<file path="src/rtl/spi.sv">
// rtl/spi.sv - 16-bit free-running SPI master transmitter, MSB first, CPOL=0
module spi (
  input  logic        clk,
  input  logic        reset,
  input  logic [15:0] datain,
  output logic        spi_cs_l,
  output logic        spi_sclk,
  output logic        spi_data,
  output logic [4:0]  counter
);

  typedef enum logic [1:0] {
    IDLE     = 2'd0,
    SHIFT_LO = 2'd1,
    SHIFT_HI = 2'd2
  } state_t;

  localparam logic [4:0] FRAME_BITS = 5'd16;

  state_t      state_q, state_d;
  logic [15:0] word_q,  word_d;
  logic        cs_l_q,  cs_l_d;
  logic        sclk_q,  sclk_d;
  logic        data_q,  data_d;
  logic [4:0]  cnt_q,   cnt_d;

  logic        cnt_valid;
  logic [3:0]  bit_sel;

  // Anything above 16 is unreachable; treat it as corruption and resync.
  assign cnt_valid = (cnt_q <= FRAME_BITS);

  // Bit to drive is word[counter-1]; a counter of 16 has low nibble 0,
  // which wraps to 15 and selects the MSB.
  assign bit_sel = cnt_q[3:0] - 4'd1;

  // Next-state and next-output decode for the IDLE / SHIFT_LO / SHIFT_HI cycle
  always_comb begin
    state_d = state_q;
    word_d  = word_q;
    cs_l_d  = cs_l_q;
    sclk_d  = sclk_q;
    data_d  = data_q;
    cnt_d   = cnt_q;

    case (state_q)
      IDLE: begin
        // One-cycle gap between frames; the only place datain is taken.
        cs_l_d  = 1'b1;
        sclk_d  = 1'b0;
        cnt_d   = FRAME_BITS;
        word_d  = datain;
        state_d = SHIFT_LO;
      end

      SHIFT_LO: begin
        if (!cnt_valid || cnt_q == 5'd0) begin
          cs_l_d  = 1'b1;
          sclk_d  = 1'b0;
          cnt_d   = FRAME_BITS;
          state_d = IDLE;
        end else begin
          // Present the bit a full clock before SCLK rises.
          cs_l_d  = 1'b0;
          sclk_d  = 1'b0;
          data_d  = word_q[bit_sel];
          cnt_d   = cnt_q - 5'd1;
          state_d = SHIFT_HI;
        end
      end

      SHIFT_HI: begin
        if (!cnt_valid) begin
          cs_l_d  = 1'b1;
          sclk_d  = 1'b0;
          cnt_d   = FRAME_BITS;
          state_d = IDLE;
        end else begin
          // Slave samples here; data and counter hold through the high phase.
          cs_l_d  = 1'b0;
          sclk_d  = 1'b1;
          state_d = (cnt_q == 5'd0) ? IDLE : SHIFT_LO;
        end
      end

      default: begin
        cs_l_d  = 1'b1;
        sclk_d  = 1'b0;
        cnt_d   = FRAME_BITS;
        state_d = IDLE;
      end
    endcase
  end

  // Single register stage for state and every output; reset aborts a frame at once
  always_ff @(posedge clk) begin
    if (reset) begin
      state_q <= IDLE;
      word_q  <= 16'h0000;
      cs_l_q  <= 1'b1;
      sclk_q  <= 1'b0;
      data_q  <= 1'b0;
      cnt_q   <= FRAME_BITS;
    end else begin
      state_q <= state_d;
      word_q  <= word_d;
      cs_l_q  <= cs_l_d;
      sclk_q  <= sclk_d;
      data_q  <= data_d;
      cnt_q   <= cnt_d;
    end
  end

  assign spi_cs_l = cs_l_q;
  assign spi_sclk = sclk_q;
  assign spi_data = data_q;
  assign counter  = cnt_q;

endmodule

</file>
<file path="config.mk">
export PLATFORM = sky130hd
export DESIGN_NAME = spi
export DESIGN_NICKNAME = d
export VERILOG_FILES = /design/src/rtl/spi.sv
export SDC_FILE = /design/constraint.sdc
export NUM_CORES = 1
export LEC_CHECK = 0
export ABC_AREA = 1
export BUFFER_PORTS_ARGS = -buffer_cell sky130_fd_sc_hd__buf_2
export CORE_MARGIN = 5
export CORE_UTILIZATION = 49
export CTS_CLUSTER_DIAMETER = 200
export DETAILED_ROUTE_END_ITERATION = 6
export PLACE_DENSITY_LB_ADDON = 0.2
export SYNTH_ARGS = -nofsm -noshare
export SYNTH_HDL_FRONTEND = slang
export SYNTH_SLANG_ARGS = --single-unit
</file>
<file path="constraint.sdc">
create_clock -name clk -period 3.4 [get_ports clk]
set_input_delay 0.17 -clock clk [delete_from_list [all_inputs] [get_ports clk]]
set_output_delay 0.17 -clock clk [all_outputs]
set_load 0.02 [all_outputs]
</file>
==> Word level (Yosys, flattened, before mapping) <==
Cells that the tools add are included.
{ "word_totals": {"regBits": 26, "output_inout_bits": 8, "in_bits": 18, "wordCells": 34} }
{ "classes": {"n_bitwise": 2, "addsub": 2, "eq_ne": 3, "order_cmp": 2, "n_mux": 13, "n_reduce_logical": 6} }
{ "op_table": {"columns": ["operator", "n"], "rows": [
  ["$mux 5", 2],
  ["$pmux 5 s2", 1],
  ["$mux 1", 6],
  ["$pmux 2 s3", 1],
  ["$le 5x5->1 const B", 1],
  ["$logic_not 5->1", 1],
  ["$lt 4x5->1 const B", 1],
  ["$sub 5x1->5 const B", 1],
  ["$bmux 1 s4", 1],
  ["$sub 4x1->4 const B", 1],
  ["$eq 2x1->1 const B", 1],
  ["$eq 2x2->1 const B", 1],
  ["$logic_not 2->1", 1],
  ["$mux 2", 1],
  ["$ne 2x2->1 const B", 1],
  ["$not 1->1", 2],
  ["$pmux 1 s2", 1],
  ["$reduce_and 2->1", 1],
  ["$reduce_or 2->1", 1],
  ["$logic_not 1->1", 1],
  ["$logic_or 1x1->1", 1]
]} }

==> Longest topological paths before layout <==
{ "logic_depth": {"word_depth": 5, "ltp_mapped": 10, "depth_no_buf": 10} }

==> Least setup slack after synthesis <==
OpenSTA, ideal clock, no wires.
{ "synth_timing": {"path_type": "register to register", "from": "register cnt_q[0] (netlist: counter[0])", "to": "register cnt_q[4] (netlist: counter[4])", "period_less_slack_ps": 1580, "n_path_buf": 0, "slack_ps": 1820, "required_ps": 3318, "arrival_time_ps": 1498, "setup_ps": 82, "stages_incl_launch_ff": 10, "cell_sequence": "dfxtp_1 inv_2 ha_1 nand2_1 ha_1 nor2_2 inv_2 nand3_1 or2_1 o2111ai_1"} }
{ "synth_between": {"elab_chain_len": 5, "elab_cells_between_ends": 8, "classes_between": "1 x add/sub; 1 x order compare; 1 x eq/ne; 2 x mux; 3 x reduce/logical"} }
{ "synth_lines": {"columns": ["item", "line", "rtl"], "rows": [
  ["from (decl)", "25", "logic [4:0] cnt_q, cnt_d;"],
  ["from (signal assigned)", "110", "cnt_q <= cnt_d;"],
  ["$le 5x5->1", "31", "assign cnt_valid = (cnt_q <= FRAME_BITS);"],
  ["$logic_not 1->1", null, null],
  ["$logic_or 1x1->1", "57", "if (!cnt_valid || cnt_q == 5'd0) begin"],
  ["$mux 5", "57", null],
  ["$pmux 5 s2", "46", "case (state_q)"]
]} }
Several ways; a longest one is shown, not always the timed one.
A chain may end at the register's enable or synchronous reset.

==> Worst setup path in the final report <==
{ "layout_timing": {"from": "register cnt_q[0] (netlist: counter[0])", "to": "register data_q (netlist: spi_data)"} }
{ "layout_between": {"elab_chain_len": 5, "elab_cells_between_ends": 9, "classes_between": "1 x add/sub; 1 x order compare; 2 x mux; 1 x bitwise; 4 x reduce/logical"} }
{ "layout_lines": {"columns": ["item", "line", "rtl"], "rows": [
  ["branches (longest 5 deep; another with $sub 4x1->4)", null, null],
  ["to (signal assigned)", "109", "data_q <= data_d;"],
  ["to (decl)", "24", "logic data_q, data_d;"]
]} }
Parallel ways; which one is timed is not known. The select of a mux whose other input is x is not followed.

==> impl_metrics.yaml <==
synth:
  muxShareOfSynthArea_pct: 0
  mappedNetlistArea_um2: 1230
  yosysUniqueCellTypes: 22
  syn_inst: 167
  ys_seq_elements: 26
  yosysWarnings: 0
  mappedNetlistNets: 192
  yosysSeqAreaShare_pct: 42.32
  yosys.area_share.simple_pct: 21.16
  synth_top_family_by_area: "simple AND/OR/NAND/NOR gates"
  syn_avg_cell_area_um2: 7.365
  synth_compound_area_share_pct: 16.07
  synthAdderAreaFrac_pct: 7.121
  synth-xor-area-share_pct: 1.424
clock_tree:
  clkTransAtPathRegs_ns: 0.13
  cts_sinks: 26
  ctsHoldBuffers: 0
  insertion_delay_ns: 0.32
  cts_setup_buffers: 0
  tritoncts: "done"
  numCtsBuffers: 3
  clk_path_buf_depth: 2
  htree_levels: 1
  root_buffer: "clkbuf_4"
  post_cts_resized: 0
die:
  num_rows: 18
  chipWidth_um: 60.10
  fp.dieH_um: 60.10
  start_util_pct: 50.57
  io_pins: 26
  dieArea_um2: 3612
  core_area_um2: 2432
critical_path:
  cp-endpoint: "spi_data"
  cp_slowest_cell: "dfxtp_1"
  crit_start: "counter[0]"
  startpoint_type: "flop"
  arrival_ns: 2.14
  crit_type: "flop to flop"
  r2r_start: "counter[0]"
  critPathMaxStageDelay_ns: 0.62
  r2r.worst_path.cells: 9
  worst-path-buf-inv: 3
  timing.rr.end: "spi_data"
  worstPathMaxFanout: 13
  cp_common_cell: "nand3_1"
  path_cells: "inv_2 -> ha_1 -> inv_1 -> nand3_1 -> nand3_1 -> nand3_1 -> nand3_1 -> nand2_1 -> inv_1"
  required_ns: 3.63
  cp_top_family: "flip-flops"
  cp.depth: 9
  reg2reg_setup_slack_ns: 1.49
  cp-end-kind: "flop"
sta:
  setup_tns_ns: 0
  drv_slew: 0
  worst_pin_slew_ns: 0.7694
  fin_worst_skew_ns: 0.001273
  slew_headroom_pct: 48.65
  period_share_pct: 56.14
  fin_crit_ns: 1.909
  setup_ws_ns: 1.491
  final_hold_viol_count: 0
  fmax_mhz: 523.9
  hold_slack_ns: 0.06639
  rsz0062_at_grt: "no"
  setup_violations: 0
route:
  firstDrtPassIters: 4
  postRouteAntennaNets: 0
  drt_first_iter_violations: 26
  drc: 0
  wl_per_cell_um: 11.33
  drt_wl_total_um: 2503
  vias: 1090
  vias_per_cell: 4.932
hold_path:
  hp-class: "input pin to flop"
global_route:
  grt_max_degree: 32
  grt.overflow.total: 0
  grt_use_total_pct: 15.82
  grt_pass1_wl_um: 4381
  antenna_found_initial: 0
  grt_pass1_vias: 1051
final_layout:
  fillers: 248
  antenna_cells: 0
  layout-drive-gt1-share_pct: 20.42
  finish.utilization_pct: 57.51
  nets: 217
  layout_common_cells: "inv_1 (26), dfxtp_1 (26), buf_2 (25)"
  area_growth_pct: 13.73
status:
  status: "finished, final reports clean"
placement:
  port_buffers: 25
  dp_hpwl_um: 1960
  place_congestion: 0.8346
  dpl_worst_slack_ns: 1.510
power:
  leakage_nw: 0.6791
  power.density_nw_per_um2: 1101
  ir_drop_mv: 0.7124
job:
  drv_cap: 0
[sequential cells by signal, indices dropped and copies added, names as in the netlist]
signal,count
counter,5
spi_cs_l,1
spi_data,1
spi_sclk,1
state_q,2
word_q,16
[worst min-delay path: cells and delay by family]
family,cells,cell delay [ns]
and+or+nand+nor,2,0.11
buffers and inverters,1,0.07
[per-layer routing]
| layer | vias to the layer above | track usage (%) | share of wire (%) |
|---|---|---|---|
| li1 | 586 | - | - |
| met1 | 482 | 18.28 | 43 |
| met2 | 17 | 28.09 | 51 |
| met3 | 5 | 3.024 | 4.3 |
| met4 | 0 | 6.646 | 1.7 |
| met5 | - | 0 | 0 |
[worst min path at each step]
stage / slack (ns) / cells past startpoint / from / end
6_report: 0.07 / 3 / datain[7] / word_q[7]
3_3_place_gp: 0.40 / 3 / datain[14] / word_q[14]
2_1_floorplan: 0.24 / 1 / reset / counter[0]
5_1_grt: 0.06 / 3 / datain[7] / word_q[7]
3_5_place_dp: 0.40 / 3 / datain[7] / word_q[7]
4_1_cts: 0.06 / 3 / datain[7] / word_q[7]
[area by class of cell]
| type | instances | area (um^2) | area share (%) |
|---|---|---|---|
| multi-input cells | 105 | 563.0 | 40.25 |
| flip-flops and latches | 26 | 520.5 | 37.21 |
| repair buffers | 25 | 125.1 | 8.945 |
| inverters | 31 | 116.4 | 8.318 |
| well taps | 30 | 37.54 | 2.683 |
| clock buffers | 4 | 36.28 | 2.594 |
[cells by family after synthesis]
group           after synthesis
buf+inv                      36
compound gates               38
flops                        26
fa+ha+maj                     7
simple gates                 58
xor+xnor                      2
[where the power goes]
part           switching [mW]  internal (mW)
Sequential             0.0762          0.436
Clock                  0.0876         0.0655
Combinational           0.560          0.315
Total                   0.724          0.816
[cell usage after synthesis (all sizes together)]
cell type | n | area [um^2]
nor3 | 1 | 5.000
nand2 | 25 | 96.35
a21oi | 16 | 80.08
nand4 | 2 | 12.51
or2 | 1 | 6.260
o2111ai | 1 | 8.760
inv | 31 | 116.4
nand3 | 17 | 85.08
buf | 4 | 26.27
nor2 | 12 | 55.05
dfxtp | 26 | 520.5
o22ai | 3 | 18.77
xor2 | 1 | 8.760
ha | 7 | 87.58
clkbuf | 1 | 3.750
xnor2 | 1 | 8.760
o21ai | 18 | 90.08
[per-stage QoR]
| stage | std cells | power (mW) | instance area, um^2 |
|---|---|---|---|
| 2_1_floorplan | 167 | 1.227 | 1230 |
| 3_3_place_gp | 217 | 1.372 | 1363 |
| 3_5_place_dp | 217 | 1.402 | 1363 |
| 4_1_cts | 221 | 1.556 | 1399 |
| 5_1_grt | 221 | 1.713 | 1399 |
| 6_report | 221 | 1.540 | 1399 |
No activity file was read; power rests on OpenSTA's default activity.
